$ cat src/rtl/vga_timing_pkg.sv
// Shared 640x480@60 raster timing constants, in porch-offset coordinates.
// Overlay/sprite controllers import this for the visible-area bounds.
package vga_timing_pkg;

    localparam int unsigned COORD_W     = 10;
    localparam int unsigned CLK_DIV     = 4;
    localparam int unsigned H_TOTAL     = 800;
    localparam int unsigned H_SYNC      = 96;
    localparam int unsigned H_ACT_START = 144;
    localparam int unsigned H_ACT_END   = 784;
    localparam int unsigned V_TOTAL     = 525;
    localparam int unsigned V_SYNC      = 2;
    localparam int unsigned V_ACT_START = 35;
    localparam int unsigned V_ACT_END   = 515;

endpackage

$ cat src/rtl/mod_counter.sv
// Modulo-N counter with enable and synchronous reset; wrap flags the
// enabled cycle in which the count returns to zero.
module mod_counter
    import vga_timing_pkg::*;
#(
    parameter int unsigned N = 4,
    parameter int unsigned W = 2
) (
    input  logic         clk,
    input  logic         rst,
    input  logic         en,
    output logic [W-1:0] count,
    output logic         wrap
);

    localparam logic [W-1:0] LAST = W'(N - 1);

    assign wrap = en && (count == LAST);

    always_ff @(posedge clk) begin
        if (rst) begin
            count <= '0;
        end else if (en) begin
            count <= wrap ? '0 : count + 1'b1;
        end
    end

endmodule

$ cat src/rtl/vga_timing_gen.sv
// VGA raster timing: pixel-rate enable, hCount/vCount position, active-low
// syncs and the visible-area flag, all aligned to the same ClkPort edge.
module vga_timing_gen
    import vga_timing_pkg::COORD_W;
#(
    parameter int unsigned CLK_DIV     = vga_timing_pkg::CLK_DIV,
    parameter int unsigned H_TOTAL     = vga_timing_pkg::H_TOTAL,
    parameter int unsigned H_SYNC      = vga_timing_pkg::H_SYNC,
    parameter int unsigned H_ACT_START = vga_timing_pkg::H_ACT_START,
    parameter int unsigned H_ACT_END   = vga_timing_pkg::H_ACT_END,
    parameter int unsigned V_TOTAL     = vga_timing_pkg::V_TOTAL,
    parameter int unsigned V_SYNC      = vga_timing_pkg::V_SYNC,
    parameter int unsigned V_ACT_START = vga_timing_pkg::V_ACT_START,
    parameter int unsigned V_ACT_END   = vga_timing_pkg::V_ACT_END
) (
    input  logic               ClkPort,
    input  logic               rst,
    output logic               pix_en,
    output logic [COORD_W-1:0] hCount,
    output logic [COORD_W-1:0] vCount,
    output logic               hSync,
    output logic               vSync,
    output logic               bright,
    output logic               frame_start
);

    localparam int unsigned DIV_W = (CLK_DIV > 2) ? $clog2(CLK_DIV) : 1;
    localparam logic [DIV_W-1:0] DIV_LAST = DIV_W'(CLK_DIV - 1);

    localparam logic [COORD_W-1:0] H_SYNC_C  = COORD_W'(H_SYNC);
    localparam logic [COORD_W-1:0] H_ACT_S_C = COORD_W'(H_ACT_START);
    localparam logic [COORD_W-1:0] H_ACT_E_C = COORD_W'(H_ACT_END);
    localparam logic [COORD_W-1:0] V_SYNC_C  = COORD_W'(V_SYNC);
    localparam logic [COORD_W-1:0] V_ACT_S_C = COORD_W'(V_ACT_START);
    localparam logic [COORD_W-1:0] V_ACT_E_C = COORD_W'(V_ACT_END);

    logic [DIV_W-1:0]   div;
    logic               div_wrap;
    logic               h_wrap;
    logic               v_en;
    logic               v_wrap;
    logic [COORD_W-1:0] h_next;
    logic [COORD_W-1:0] v_next;

    mod_counter #(.N(CLK_DIV), .W(DIV_W)) u_div (
        .clk   (ClkPort),
        .rst   (rst),
        .en    (1'b1),
        .count (div),
        .wrap  (div_wrap)
    );

    mod_counter #(.N(H_TOTAL), .W(COORD_W)) u_hcnt (
        .clk   (ClkPort),
        .rst   (rst),
        .en    (div_wrap),
        .count (hCount),
        .wrap  (h_wrap)
    );

    assign v_en = h_wrap & div_wrap;

    mod_counter #(.N(V_TOTAL), .W(COORD_W)) u_vcnt (
        .clk   (ClkPort),
        .rst   (rst),
        .en    (v_en),
        .count (vCount),
        .wrap  (v_wrap)
    );

    assign pix_en = (div == DIV_LAST);

    // Decode from the counters' next values so the registered flags move on
    // the same edge as hCount/vCount instead of one pixel late.
    always_comb begin
        h_next = hCount;
        v_next = vCount;
        if (div_wrap) h_next = h_wrap ? '0 : hCount + 1'b1;
        if (v_en)     v_next = v_wrap ? '0 : vCount + 1'b1;
    end

    always_ff @(posedge ClkPort) begin
        if (rst) begin
            hSync       <= 1'b0;
            vSync       <= 1'b0;
            bright      <= 1'b0;
            frame_start <= 1'b0;
        end else begin
            hSync       <= !(h_next < H_SYNC_C);
            vSync       <= !(v_next < V_SYNC_C);
            bright      <= (h_next >= H_ACT_S_C) && (h_next < H_ACT_E_C) &&
                           (v_next >= V_ACT_S_C) && (v_next < V_ACT_E_C);
            frame_start <= v_wrap;
        end
    end

endmodule

$ cat config.mk
export PLATFORM = sky130hd
export DESIGN_NAME = vga_timing_gen
export DESIGN_NICKNAME = d
export VERILOG_FILES = /design/src/rtl/vga_timing_pkg.sv /design/src/rtl/mod_counter.sv /design/src/rtl/vga_timing_gen.sv
export SDC_FILE = /design/constraint.sdc
export NUM_CORES = 1
export LEC_CHECK = 0
export CAP_MARGIN = 20
export CORE_MARGIN = 3
export CORE_UTILIZATION = 53
export CTS_CLUSTER_DIAMETER = 200
export DETAILED_ROUTE_END_ITERATION = 10
export GPL_TIMING_DRIVEN = 1
export PLACE_DENSITY = 0.8
export SLEW_MARGIN = 20
export SYNTH_ARGS = -nofsm -noshare
export SYNTH_HDL_FRONTEND = slang
export SYNTH_SLANG_ARGS = --single-unit
$ cat constraint.sdc
create_clock -name ClkPort -period 3.3 [get_ports ClkPort]
set_input_delay 0.66 -clock ClkPort [delete_from_list [all_inputs] [get_ports ClkPort]]
set_output_delay 0.66 -clock ClkPort [all_outputs]
set_load 0.01 [all_outputs]
==> results.toml, run 1 <==
[min_path]
hp-class = "reg2reg"

[sta]
hold_violations = 0
worstMarginPinSlew_ps = 562.6
finalCritPeriodShare = 0.8404
rsz0062_at_grt = "false"
worst_clock_skew_ps = 4.969
fin_setup_tns_ps = 0
layout_setup_ws_ps = 526.8
finalSetupViolCount = 0
slew_viol_final = 0
fmax_mhz = 360.6
slew_headroom = 0.6221
period_needed_ps = 2773

[place]
portBuffers = 26
routabilityCongestion = 0.8402
pre_cts_ws_ps = 600.6
dp_hpwl_um = 2624
placed_cells = 232

[floorplanning]
start_util = 0.5714
core-area_um2 = 2829
die_h_um = 61.23
dieArea_um2 = 3749
io_pins = 27
rows = 19
die_x_um = 61.23

[routing]
postRouteWirelength_um = 3483
drc_errors = 0
dr.pass1.iters = 5
wl_per_cell_um = 14.76
drt-initial-drc-count = 53
route.vias.total = 1442
viasPerCell = 6.110
drtAntennaViolNets = 0

[clock_network]
cts_tree = "built"
cts.sinks = 26
clk_latency_ps = 320
clockBufferDepth = 2
cts_resized = 0
h-tree-depth = 1
cts_root_buf = "clkbuf_4"
clk_pin_slew_worst_paths_ps = 140
post_cts_buffers = 0
cts_hold_buf = 0
cts_buffers = 3

[grt]
grt_start_max_net_pins = 16
met1_usage = 0.2640
busiest_layer = "met2"
grt_pass1_vias = 1284
grtUsageMet3 = 0.02935
met2_usage = 0.3248
track_usage = 0.2003
grt_pass1_wl_um = 5747
antenna_found_initial = 0
grt.overflow.total = 0

[pwr]
power_density_nw_per_um2 = 299.6
peakVddDrop_uv = 192.0
leakagePower_nw = 0.6271
p_total_w = 0.0005615

[synth]
async_flop_share = 0
yosysSeqAreaShare = 0.3220
synth_flop_cell = "dfxtp_1"
synth_common_cells = "26 x dfxtp_1, 16 x nand2_1, 16 x nor2_1"
ys_seq_elements = 26
yosys-top-cells-area = "dfxtp_1 32%, nor3_1 4.3%, nor4_4 3.9%, xnor2_1 3.8%, xor2_1 3.8%"
yosysTopAreaCellShare = 0.3220
post_synth.cell_area_avg_um2 = 8.599
yosysUniqueCellTypes = 59
synth_warnings = 0
syn-num-nets = 194
synth_edf_count = 0
yosys.cell_count.top_type = "dfxtp_1"
netlist_area_um2 = 1617
synth_cells = 188
yosysTopAreaCell = "dfxtp_1"

[flow_run]
maxCapViolations = 0

[final_layout]
layout.nets = 212
num_antenna_cells = 0
synthToLayoutAreaGrowth_pct = 15.94
instances_no_fill = 236
drive_above_1_share = 0.1122

[setup_path]
critPathCaptureType = "flip-flop"
crit_arrival_ps = 3040
worstPathRequired_ps = 3560
startpoint_type = "flip-flop"
path_class = "reg2reg"
cp_max_fo = 10

[run_status]
status = "complete, no violations"
[worst max-delay path: stages (launching register included)]
cell and delay, ps:
dfxtp_1 450, ha_1 290, nand4_2 330, nor4_4 630, nand4_1 200, a21bo_2 240
or4_1 400, a32oi_1 190
[through the flow]
stage	hold WS (ps)	utilization	instance area, um2
after floorplan	404.3	-	1617
after global placement	413.4	0.6440	1822
after detailed placement	430.3	0.6440	1822
after CTS	449.6	0.6625	1874
after global routing	482.7	0.6625	1874
final	451.2	0.6625	1874
[state kept, by name, summed over array words and instances, names as in the netlist]
signal,count
frame_start,1
u_vcnt.count,10
vSync,1
u_hcnt.count,10
hSync,1
u_div.count,2
bright,1
[placed cells by master, fill, tap and decap left out, types with 3 or more instances in the layout]
master           instances
and2_1                   3
nor4_4                   3
xnor2_1                  7
nand4_1                  4
a31oi_1                  3
nor2_1                  16
clkdlybuf4s50_1         26
ha_1                     4
a21oi_1                  6
nand3_1                  8
xor2_1                   7
o31ai_1                  3
inv_1                    5
o21ai_0                  3
nor3_1                  14
clkbuf_4                 3
dfxtp_1                 26
nand2_1                 16
[path summary, 6_finish.rpt]
path              startpoint             end  slack (ps)  cells after the start
max          u_hcnt.count[0]          bright         530                      7
min           u_div.count[0]  u_div.count[0]         450                      1
max reg2reg  u_hcnt.count[0]          bright         530                      7
min reg2reg   u_div.count[0]  u_div.count[0]         450                      1
[report_power, final]
group          internal (W)  leakage (nW)  switching (W)
Sequential         0.000318         0.210     0.00000262
Combinational     0.0000103         0.389      0.0000116
Clock              0.000123        0.0279      0.0000959
[logic make-up after synthesis]
group / synth area share
AND/OR/NAND/NOR: 0.3305
multiplexers: 0.01238
AO/OA/AOI/OAI: 0.1494
buffers and inverters: 0.07895
XOR/XNOR: 0.07585
adder cells (fa/ha/maj): 0.03096
flip-flops: 0.3220
[final cells by class]
class	count	area, um2
clock buffers	3	22.52
clock inverters	1	30.03
fillers	226	954.7
inverters	5	18.77
multi-input cells	142	968.4
flip-flops and latches	26	520.5
well taps	31	38.79
repair buffers	28	275.3
[routing by layer]
layer | up-vias | part of all wire
met5 | - | 0
li1 | 715 | -
met1 | 665 | 0.44
met3 | 10 | 0.041
met4 | 0 | 0.019
met2 | 52 | 0.50
No activity file was read; power rests on OpenSTA's default activity.
==> run 2: changes to the inputs <==
--- a/config.mk
+++ b/config.mk
@@ -7,11 +7,11 @@
 export LEC_CHECK = 0
 export CAP_MARGIN = 20
 export CORE_MARGIN = 3
-export CORE_UTILIZATION = 53
+export CORE_UTILIZATION = 47
 export CTS_CLUSTER_DIAMETER = 200
 export DETAILED_ROUTE_END_ITERATION = 10
 export GPL_TIMING_DRIVEN = 1
-export PLACE_DENSITY = 0.8
+export PLACE_DENSITY = 0.75
 export SLEW_MARGIN = 20
 export SYNTH_ARGS = -nofsm -noshare
 export SYNTH_HDL_FRONTEND = slang
==> constraint.sdc (replaced) <==
create_clock -name ClkPort -period 2.5 [get_ports ClkPort]
set_input_delay 0.5 -clock ClkPort [delete_from_list [all_inputs] [get_ports ClkPort]]
set_output_delay 0.5 -clock ClkPort [all_outputs]
set_load 0.01 [all_outputs]
==> run 2 against run 1 <==
Compared with the run above:
- register-to-register slack worse by 400 ps
- critical path type unchanged
- utilization fell by 1.5 points
- hold slack worse by 3.5 ps
- total power rose by 19%
- largest power group unchanged
- sequential cell count unchanged
- highest routed layer unchanged
- largest cell class unchanged
==> results.toml, run 2 (synthesized netlist as in run 1, its figures left out) <==
[sta]
worstMarginPinSlew_ps = 440.3
slew_headroom = 0.7043
fin_setup_tns_ps = 0
fmax_mhz = 421.8
rsz0062_at_grt = "false"
layout_setup_ws_ps = 129.1
hold_violations = 0
slew_viol_final = 0
worst_clock_skew_ps = 7.639
finalCritPeriodShare = 0.9484
finalSetupViolCount = 0
period_needed_ps = 2371

[routing]
route.vias.total = 1503
drtAntennaViolNets = 0
postRouteWirelength_um = 3858
drt-initial-drc-count = 81
viasPerCell = 5.546
drc_errors = 0
wl_per_cell_um = 14.24
dr.pass1.iters = 4

[final_layout]
num_antenna_cells = 0
final_cell_mix = "26 x dfxtp_1, 26 x clkdlybuf4s50_1, 24 x buf_4, 16 x nand2_1, 15 x nor2_1"
reg_top3 = "u_hcnt.count: 10 flops, u_vcnt.count: 10 flops, u_div.count: 2 flops"
layout.nets = 234
instances_no_fill = 271
drive_above_1_share = 0.2203
synthToLayoutAreaGrowth_pct = 27.32

[floorplanning]
die_h_um = 64.65
die_x_um = 64.65
rows = 20
io_pins = 27
core-area_um2 = 3178
dieArea_um2 = 4179
start_util = 0.5087

[place]
placed_cells = 266
portBuffers = 26
dp_hpwl_um = 3062
routabilityCongestion = 0.8986
pre_cts_ws_ps = 163.3

[clock_network]
cts_tree = "built"
clk_pin_slew_worst_paths_ps = 140
h-tree-depth = 1
cts_root_buf = "clkbuf_4"
cts.sinks = 26
clockBufferDepth = 2
cts_buffers = 3
clk_latency_ps = 320
cts_hold_buf = 0

[pwr]
peakVddDrop_uv = 244.4
power_density_nw_per_um2 = 325.2
leakagePower_nw = 0.7349
p_total_w = 0.0006694

[setup_path]
reg2reg_from = "u_vcnt.count[1]"
r2r_slack_ps = 130
cp_max_fo = 8
worst-r2r-cell-count = 8
critPathCaptureType = "flip-flop"
worstPathRequired_ps = 2750
r2r_end = "bright"
crit_arrival_ps = 2620
startpoint_type = "flip-flop"
path_class = "reg2reg"

[grt]
antenna_found_initial = 0
grt.overflow.total = 0
grt_pass1_vias = 1554
grt_start_max_net_pins = 19
grt_pass1_wl_um = 6803
track_usage = 0.2013

[min_path]
hp-class = "reg2reg"
min_path_cells = 1
hp-start = "u_div.count[0]"
whs_endpoint = "u_div.count[0]"

[flow_run]
maxCapViolations = 0

[run_status]
status = "complete, no violations"
-- run 2: per-stage QoR --
stage | hold slack (ps) | cell area, um2 | utilization
after floorplan | 404.3 | 1625 | -
after global placement | 411.9 | 2006 | 0.6311
after detailed placement | 424.6 | 2006 | 0.6311
after CTS | 444.3 | 2042 | 0.6425
after global routing | 474.9 | 2058 | 0.6476
final | 447.7 | 2058 | 0.6476
-- run 2: per-layer routing --
metal / share of wire / routed length (um) / vias to the layer above / GRT usage
li1: - / - / 758 / -
met1: 0.44 / 1695 / 703 / 0.2409
met4: 0.022 / 85 / 0 / 0.07388
met3: 0.024 / 92 / 10 / 0.01906
met2: 0.51 / 1984 / 32 / 0.3698
met5: 0 / 0 / - / 0
-- run 2: repair_timing --
action	CTS	global route
buffers inserted	0	1
endpoints found under the setup margin	0	1
gates resized for setup	0	3
-- run 2: worst max-delay path, stage by stage (launching register included) --
cell,delay [ps]
dfxtp_1,410
inv_1,90
ha_1,130
or4bb_1,440
o31ai_2,250
o31a_1,150
a21bo_2,220
or4_1,410
a32oi_1,190
-- run 2: how the worst max path moves through the flow --
stage / from / end / slack (ps) / cells past startpoint
after floorplan: u_hcnt.count[0] / bright / 30 / 7
after global placement: u_hcnt.count[5] / bright / 210 / 6
after detailed placement: u_div.count[0] / bright / 160 / 8
after CTS: u_div.count[0] / bright / 120 / 8
after global routing: u_vcnt.count[1] / bright / 3 / 8
final: u_vcnt.count[1] / bright / 130 / 8
-- run 2: final cells by class --
cell class              count  area, um2
clock buffers               4      36.28
fillers                   277       1120
inverters                   5      18.77
multi-input cells         142      987.2
flip-flops and latches     26      520.5
well taps                  44      55.05
repair buffers             50      440.4
-- run 2: report_power, final --
group	leakage (nW)	internal, W	switching (W)
logic	0.504	0.0000157	0.0000172
clock network	0.0210	0.0000890	0.000125
registers	0.210	0.000420	0.00000269
==> run 3: changes to the inputs <==
--- a/config.mk
+++ b/config.mk
@@ -12,7 +12,6 @@
 export DETAILED_ROUTE_END_ITERATION = 10
 export GPL_TIMING_DRIVEN = 1
 export PLACE_DENSITY = 0.75
-export SLEW_MARGIN = 20
 export SYNTH_ARGS = -nofsm -noshare
 export SYNTH_HDL_FRONTEND = slang
 export SYNTH_SLANG_ARGS = --single-unit
==> results of run 3 <==
Same layout as run 2: the final DEF is identical, and so are final timing and power.
